File: config.mk
export PLATFORM = sky130hd
export DESIGN_NAME = ps2_host
export DESIGN_NICKNAME = d
export VERILOG_FILES = /design/src/rtl/ps2_host.sv
export SDC_FILE = /design/constraint.sdc
export NUM_CORES = 1
export LEC_CHECK = 0
export ABC_AREA = 1
export CAP_MARGIN = 0
export CORE_UTILIZATION = 60
export CTS_CLUSTER_DIAMETER = 100
export CTS_CLUSTER_SIZE = 24
export DETAILED_ROUTE_END_ITERATION = 8
export PLACE_DENSITY = 0.84
export SETUP_SLACK_MARGIN = 0.1
export SLEW_MARGIN = 15
export SYNTH_ARGS = -nofsm -noshare
export SYNTH_HDL_FRONTEND = slang
export SYNTH_SLANG_ARGS = --single-unit
File: constraint.sdc
create_clock -name clk -period 3.4 [get_ports clk]
set_input_delay 0.68 -clock clk [delete_from_list [all_inputs] [get_ports clk]]
set_output_delay 0.68 -clock clk [all_outputs]
set_load 0.02 [all_outputs]
File: src/rtl/ps2_host.sv
// PS/2 host controller: deglitched receive with prefix decode into a key-event
// FIFO, host-to-device command transmit, and an inter-edge timeout.
module ps2_host #(
   parameter int unsigned FILTER_LEN     = 16,
   parameter int unsigned TIMEOUT_W      = 16,
   parameter int unsigned FIFO_DEPTH     = 8,
   parameter int unsigned INHIBIT_CYCLES = 5000
) (
   input  logic                          clk,
   input  logic                          rst_n,
   input  logic                          ps2_clk_i,
   input  logic                          ps2_data_i,
   output logic                          ps2_clk_oe,
   output logic                          ps2_data_oe,
   input  logic                          rd_en,
   output logic [9:0]                    key_out,
   output logic                          rx_empty,
   output logic [$clog2(FIFO_DEPTH):0]   rx_count,
   output logic                          overflow,
   output logic                          rx_err,
   input  logic [7:0]                    tx_data,
   input  logic                          tx_valid,
   output logic                          tx_ready,
   output logic                          tx_done,
   output logic                          tx_err
);

   localparam int unsigned Q     = FILTER_LEN / 4;
   localparam int unsigned PW    = $clog2(FIFO_DEPTH);
   localparam int unsigned INH_W = $clog2(INHIBIT_CYCLES + 1);
   localparam logic [INH_W-1:0] INH_LAST = INH_W'(INHIBIT_CYCLES - 1);
   localparam logic [PW:0]      FULL_CNT = (PW + 1)'(FIFO_DEPTH);

   typedef enum logic [3:0] {
      IDLE, RX_DATA, RX_PARITY, RX_STOP,
      TX_INHIBIT, TX_DATA, TX_PARITY, TX_STOP, TX_ACK
   } state_t;

   state_t                state, state_nx;
   logic                  clk_s1, clk_s2, data_s1, data_s2;
   logic [FILTER_LEN-1:0] hist;
   logic                  fall;
   logic [2:0]            bit_cnt, bit_cnt_nx;
   logic [7:0]            shreg, shreg_nx;
   logic                  par_q, par_nx;
   logic                  clk_oe_q, clk_oe_nx, data_oe_q, data_oe_nx;
   logic                  ext_q, ext_nx, rel_q, rel_nx;
   logic [INH_W-1:0]      inh_cnt, inh_nx;
   logic [TIMEOUT_W-1:0]  to_cnt;
   logic                  active, is_tx, timeout;
   logic                  rx_err_nx, tx_done_nx, tx_err_nx;
   logic                  push;
   logic [9:0]            push_word;
   logic [9:0]            mem [FIFO_DEPTH];
   logic [PW-1:0]         wr_ptr, rd_ptr;
   logic [PW:0]           count;
   logic                  pop, wr_ok, drop;

   // Two-flop synchronisers and clock history; idle-high so reset release is quiet
   always_ff @(posedge clk or negedge rst_n) begin
      if (!rst_n) begin
         clk_s1  <= 1'b1;
         clk_s2  <= 1'b1;
         data_s1 <= 1'b1;
         data_s2 <= 1'b1;
         hist    <= '1;
      end else begin
         clk_s1  <= ps2_clk_i;
         clk_s2  <= clk_s1;
         data_s1 <= ps2_data_i;
         data_s2 <= data_s1;
         hist    <= {hist[FILTER_LEN-2:0], clk_s2};
      end
   end

   // Falling edge: oldest quarter high, newest three quarters low (one-cycle strobe)
   assign fall    = (&hist[FILTER_LEN-1 -: Q]) && (hist[FILTER_LEN-Q-1:0] == '0);
   assign active  = (state != IDLE) && (state != TX_INHIBIT);
   assign is_tx   = (state == TX_DATA) || (state == TX_PARITY) ||
                    (state == TX_STOP) || (state == TX_ACK);
   assign timeout = active && (&to_cnt) && !fall;

   // FSM state and datapath registers
   always_ff @(posedge clk or negedge rst_n) begin
      if (!rst_n) begin
         state     <= IDLE;
         bit_cnt   <= '0;
         shreg     <= '0;
         par_q     <= 1'b0;
         clk_oe_q  <= 1'b0;
         data_oe_q <= 1'b0;
         ext_q     <= 1'b0;
         rel_q     <= 1'b0;
         inh_cnt   <= '0;
         rx_err    <= 1'b0;
         tx_done   <= 1'b0;
         tx_err    <= 1'b0;
      end else begin
         state     <= state_nx;
         bit_cnt   <= bit_cnt_nx;
         shreg     <= shreg_nx;
         par_q     <= par_nx;
         clk_oe_q  <= clk_oe_nx;
         data_oe_q <= data_oe_nx;
         ext_q     <= ext_nx;
         rel_q     <= rel_nx;
         inh_cnt   <= inh_nx;
         rx_err    <= rx_err_nx;
         tx_done   <= tx_done_nx;
         tx_err    <= tx_err_nx;
      end
   end

   // Next-state logic for receive, transmit and timeout recovery
   always_comb begin
      state_nx   = state;
      bit_cnt_nx = bit_cnt;
      shreg_nx   = shreg;
      par_nx     = par_q;
      clk_oe_nx  = clk_oe_q;
      data_oe_nx = data_oe_q;
      ext_nx     = ext_q;
      rel_nx     = rel_q;
      inh_nx     = inh_cnt;
      rx_err_nx  = 1'b0;
      tx_done_nx = 1'b0;
      tx_err_nx  = 1'b0;
      push       = 1'b0;
      push_word  = {rel_q, ext_q, shreg};
      case (state)
         IDLE: begin
            if (tx_valid) begin
               state_nx  = TX_INHIBIT;
               shreg_nx  = tx_data;
               par_nx    = ~^tx_data;
               clk_oe_nx = 1'b1;
               inh_nx    = '0;
            end else if (fall && !data_s2) begin
               state_nx   = RX_DATA;
               bit_cnt_nx = '0;
            end
         end
         RX_DATA: begin
            if (fall) begin
               shreg_nx   = {data_s2, shreg[7:1]};
               bit_cnt_nx = bit_cnt + 3'd1;
               if (bit_cnt == 3'd7) state_nx = RX_PARITY;
            end
         end
         RX_PARITY: begin
            if (fall) begin
               if (^{shreg, data_s2}) begin
                  state_nx = RX_STOP;
               end else begin
                  state_nx  = IDLE;
                  rx_err_nx = 1'b1;
                  ext_nx    = 1'b0;
                  rel_nx    = 1'b0;
               end
            end
         end
         RX_STOP: begin
            if (fall) begin
               state_nx = IDLE;
               if (!data_s2) begin
                  rx_err_nx = 1'b1;
                  ext_nx    = 1'b0;
                  rel_nx    = 1'b0;
               end else if (shreg == 8'hE0) begin
                  ext_nx = 1'b1;
               end else if (shreg == 8'hF0) begin
                  rel_nx = 1'b1;
               end else begin
                  push   = 1'b1;
                  ext_nx = 1'b0;
                  rel_nx = 1'b0;
               end
            end
         end
         TX_INHIBIT: begin
            if (inh_cnt == INH_LAST) begin
               state_nx   = TX_DATA;
               clk_oe_nx  = 1'b0;
               data_oe_nx = 1'b1;
               bit_cnt_nx = '0;
            end else begin
               inh_nx = inh_cnt + INH_W'(1);
            end
         end
         TX_DATA: begin
            if (fall) begin
               data_oe_nx = ~shreg[0];
               shreg_nx   = {1'b0, shreg[7:1]};
               bit_cnt_nx = bit_cnt + 3'd1;
               if (bit_cnt == 3'd7) state_nx = TX_PARITY;
            end
         end
         TX_PARITY: begin
            if (fall) begin
               data_oe_nx = ~par_q;
               state_nx   = TX_STOP;
            end
         end
         TX_STOP: begin
            if (fall) begin
               data_oe_nx = 1'b0;
               state_nx   = TX_ACK;
            end
         end
         TX_ACK: begin
            if (fall) begin
               state_nx = IDLE;
               if (!data_s2) tx_done_nx = 1'b1;
               else          tx_err_nx  = 1'b1;
            end
         end
         default: state_nx = IDLE;
      endcase
      if (timeout) begin
         state_nx   = IDLE;
         clk_oe_nx  = 1'b0;
         data_oe_nx = 1'b0;
         ext_nx     = 1'b0;
         rel_nx     = 1'b0;
         push       = 1'b0;
         rx_err_nx  = 1'b0;
         tx_done_nx = 1'b0;
         tx_err_nx  = is_tx;
      end
   end

   // Inter-edge timeout counter, cleared on every edge and every state change
   always_ff @(posedge clk or negedge rst_n) begin
      if (!rst_n) begin
         to_cnt <= '0;
      end else if (fall || (state_nx != state) || !active) begin
         to_cnt <= '0;
      end else begin
         to_cnt <= to_cnt + TIMEOUT_W'(1);
      end
   end

   assign pop   = rd_en && (count != '0);
   assign wr_ok = push && ((count != FULL_CNT) || pop);
   assign drop  = push && (count == FULL_CNT) && !pop;

   // FIFO pointers, occupancy and sticky overflow
   always_ff @(posedge clk or negedge rst_n) begin
      if (!rst_n) begin
         wr_ptr   <= '0;
         rd_ptr   <= '0;
         count    <= '0;
         overflow <= 1'b0;
      end else begin
         if (wr_ok) wr_ptr <= wr_ptr + PW'(1);
         if (pop)   rd_ptr <= rd_ptr + PW'(1);
         case ({wr_ok, pop})
            2'b10:   count <= count + (PW + 1)'(1);
            2'b01:   count <= count - (PW + 1)'(1);
            default: count <= count;
         endcase
         if (pop)       overflow <= 1'b0;
         else if (drop) overflow <= 1'b1;
      end
   end

   // FIFO storage
   always_ff @(posedge clk) begin
      if (wr_ok) mem[wr_ptr] <= push_word;
   end

   assign key_out     = mem[rd_ptr];
   assign rx_empty    = (count == '0);
   assign rx_count    = count;
   assign tx_ready    = (state == IDLE);
   assign ps2_clk_oe  = clk_oe_q;
   assign ps2_data_oe = data_oe_q;

endmodule

==> results_dict.tcl <==
set metrics [dict create \
    die_x_um 115 \
    ant_nets 0 \
    cellPowerDensity_mw_per_mm2 702 \
    hpwlAfterDp_um 10600 \
    ff2ff_path_depth 14 \
    ys_ff_latch 163 \
    grt_pass1_vias 5530 \
    yosysTopAreaCell "edfxtp_1" \
    fmax_mhz 324 \
    routed_via_density 5.63 \
    via_count 5614 \
    syn_area_per_cell_um2 9.90 \
    cts_buffers 17 \
    htree_levels 4 \
    drt_pass1_iterations 4 \
    startpoint_type "register" \
    crit_chain "buf_4 -> o21ai_0 -> o22ai_1 -> nor2_1 -> a31oi_1 -> clkdlybuf4s50_1" \
    areaGrowthSynthToFinish_pct 15.1 \
    fin_cells 997 \
    layout.nets 839 \
    cts_tree "yes" \
    period_needed_ns 3.09 \
    clock_latency_ns 0.42 \
    skew_ns 0.00802 \
    cts.reportedPaths.clkPinSlew_ns 0.06 \
    layout-drive-gt1-share_pct 13.3 \
    cts.sinks 163 \
    r2r_start "shreg[7]" \
    avgRoutedWirePerCell_um 16.1 \
    syn_inst 770 \
    ir_drop_uv 332 \
    groute.usage.overall_pct 26.4 \
    hp-class "reg -> reg" \
    postCtsSetupRepairBufs 0 \
    cp-end-kind "output port" \
    n_antenna_cell 0 \
    io_pins 36 \
    grt_remaining_overflow 0 \
    grt_start_max_net_pins 84 \
    final_cell_mix "nor2_1, nand2_1, edfxtp_1" \
    n_fill_cell 878 \
    antenna_found_initial 0 \
    cp_data_arrival_time_ns 2.41 \
    gp_congestion 0.908 \
    core_mm2 0.0122 \
    drv_cap 0 \
    slew_headroom_pct 33.6 \
    synth-edff-count 80 \
    worst_r2r_endpoint "rx_count[3]" \
    drc 0 \
    critPathLaunch "rd_ptr[0]" \
    min_from "clk_s2" \
    dp.cells 965 \
    async_reset_ff_share_pct 50.9 \
    path_class "reg -> out" \
    synth_flop_cell "edfxtp_1" \
    dr.first_iter.drc_count 484 \
    final-setup-viol-count 0 \
    layout_commonest_cell "nor2_1" \
    port-buffer-count 35 \
    p_leak_nw 3.53 \
    synth.distinct_cells 47 \
    cp.required_ns 2.72 \
    fin_crit_sh_pct 90.8 \
    crit_path_max_incr_delay_ns 0.64 \
    routed_wl_um 16000 \
    cp-endpoint "key_out[7]" \
    grt_pass1_wl_um 26100 \
    rows 40 \
    slowest_stage "clkdlybuf4s50_1" \
    syn-num-nets 793 \
    reg2reg_slack_ns 0.62 \
    die_y_um 115 \
    synth_top_area_share_pct 31.5 \
    hold_violations 0 \
    slew_violations 0 \
    cts_max_path_buffers 2 \
    ys_seq_area_share_pct 59.1 \
    start_util_pct 62.4 \
    synth_area_mm2 0.00762 \
    dieArea_mm2 0.0132 \
    tightestPinTransition_ns 0.996 \
    cts_root_buf "clkbuf_16" \
    critPathMaxFanout 28 \
    rsz0062_at_grt "no" \
    outcome "completed" \
    yosys_warnings 0 \
    ys_top_cells_by_area "edfxtp_1, dfrtp_1, dfstp_2, nor2_1, nand2_1" \
    tns_ns 0 \
]
-- sequential cells by signal, summed over array words and instances, names as in the netlist, 3 cells and up --
| signal | count |
|---|---|
| mem | 80 |
| hist | 16 |
| to_cnt | 16 |
| inh_cnt | 13 |
| shreg | 8 |
| rx_count | 4 |
| state | 4 |
| bit_cnt | 3 |
| rd_ptr | 3 |
| wr_ptr | 3 |
-- critical path: cells and delay by family, from the launching register on --
| family | cells | cell delay, ns |
|---|---|---|
| flip-flops | 1 | 0.38 |
| AND/OR/NAND/NOR | 1 | 0.06 |
| buffers and inverters | 2 | 0.96 |
| AO/OA/AOI/OAI | 3 | 0.57 |
-- where the power goes --
part / switching, W / internal (W)
Clock: 0.000752 / 0.00116
Combinational: 0.00109 / 0.000665
Sequential: 0.000210 / 0.00229
Total: 0.00205 / 0.00412
-- per-layer routing --
layer  wire [µm]  GRT usage [%]
met3         915           5.98
met4         383           11.3
met1        6400           31.0
met5           0              0
met2        8340           46.7
-- through the flow --
| stage | hold slack [ns] | total power [W] | area [µm²] | setup WS [ns] | util, % |
|---|---|---|---|---|---|
| 2_1_floorplan | 0.345 | 0.00364 | 7620 | 0.762 | - |
| 3_3_place_gp | 0.346 | 0.00417 | 8180 | 0.589 | 67.0 |
| 3_5_place_dp | 0.347 | 0.00427 | 8180 | 0.421 | 67.0 |
| 4_1_cts | 0.355 | 0.00618 | 8770 | 0.278 | 71.8 |
| 5_1_grt | 0.357 | 0.00648 | 8770 | 0.173 | 71.8 |
| 6_report | 0.354 | 0.00616 | 8770 | 0.313 | 71.8 |
-- area by class of cell --
type	count	area, µm²	share of cell area [%]
timing repair buffer	49	453	5.16
sequential	163	4500	51.3
inverter	82	312	3.55
clock inverter	12	155	1.77
clock buffer	20	437	4.98
tap	168	210	2.40
multi-input combinational	503	2700	30.8
-- cells by family after synthesis --
family | synth area share (%)
buffers and inverters | 5.45
muxes | 0.131
DFF | 59.1
and+or+nand+nor | 21.4
AOI/OAI and AO/OA | 8.73
adders and majority gates | 1.58
xor gates and xnor gates | 3.66
-- cells in the mapped netlist, types with 3 or more instances --
cell type / n
a21oi_1: 14
a31oi_1: 12
clkbuf_1: 14
dfrtp_1: 63
dfstp_2: 20
edfxtp_1: 80
ha_1: 8
inv_1: 71
inv_2: 10
nand2_1: 116
nand2_2: 3
nand3_1: 28
nand3_2: 6
nand3b_1: 3
nand4_1: 11
nor2_1: 120
nor2_4: 6
nor3_1: 27
nor3_2: 11
nor4_1: 6
o211ai_1: 8
o21ai_0: 62
o22ai_1: 12
xnor2_1: 11
xor2_1: 19
-- timing repair --
item                                    CTS  global route
endpoints found under the setup margin    1             0
hold buffers                              0             0
resized for setup                         1             0
hold endpoints to repair                  0             0
-- how the worst min path moves through the flow --
stage / to / slack [ns] / cells after the start
global placement: data_s2 / 0.35 / 0
detailed placement: data_s2 / 0.35 / 0
CTS: hist[0] / 0.36 / 0
global route: data_s2 / 0.36 / 0
finish: hist[0] / 0.35 / 0
floorplan: clk_s2 / 0.35 / 0
No activity file was read; power rests on OpenSTA's default activity.
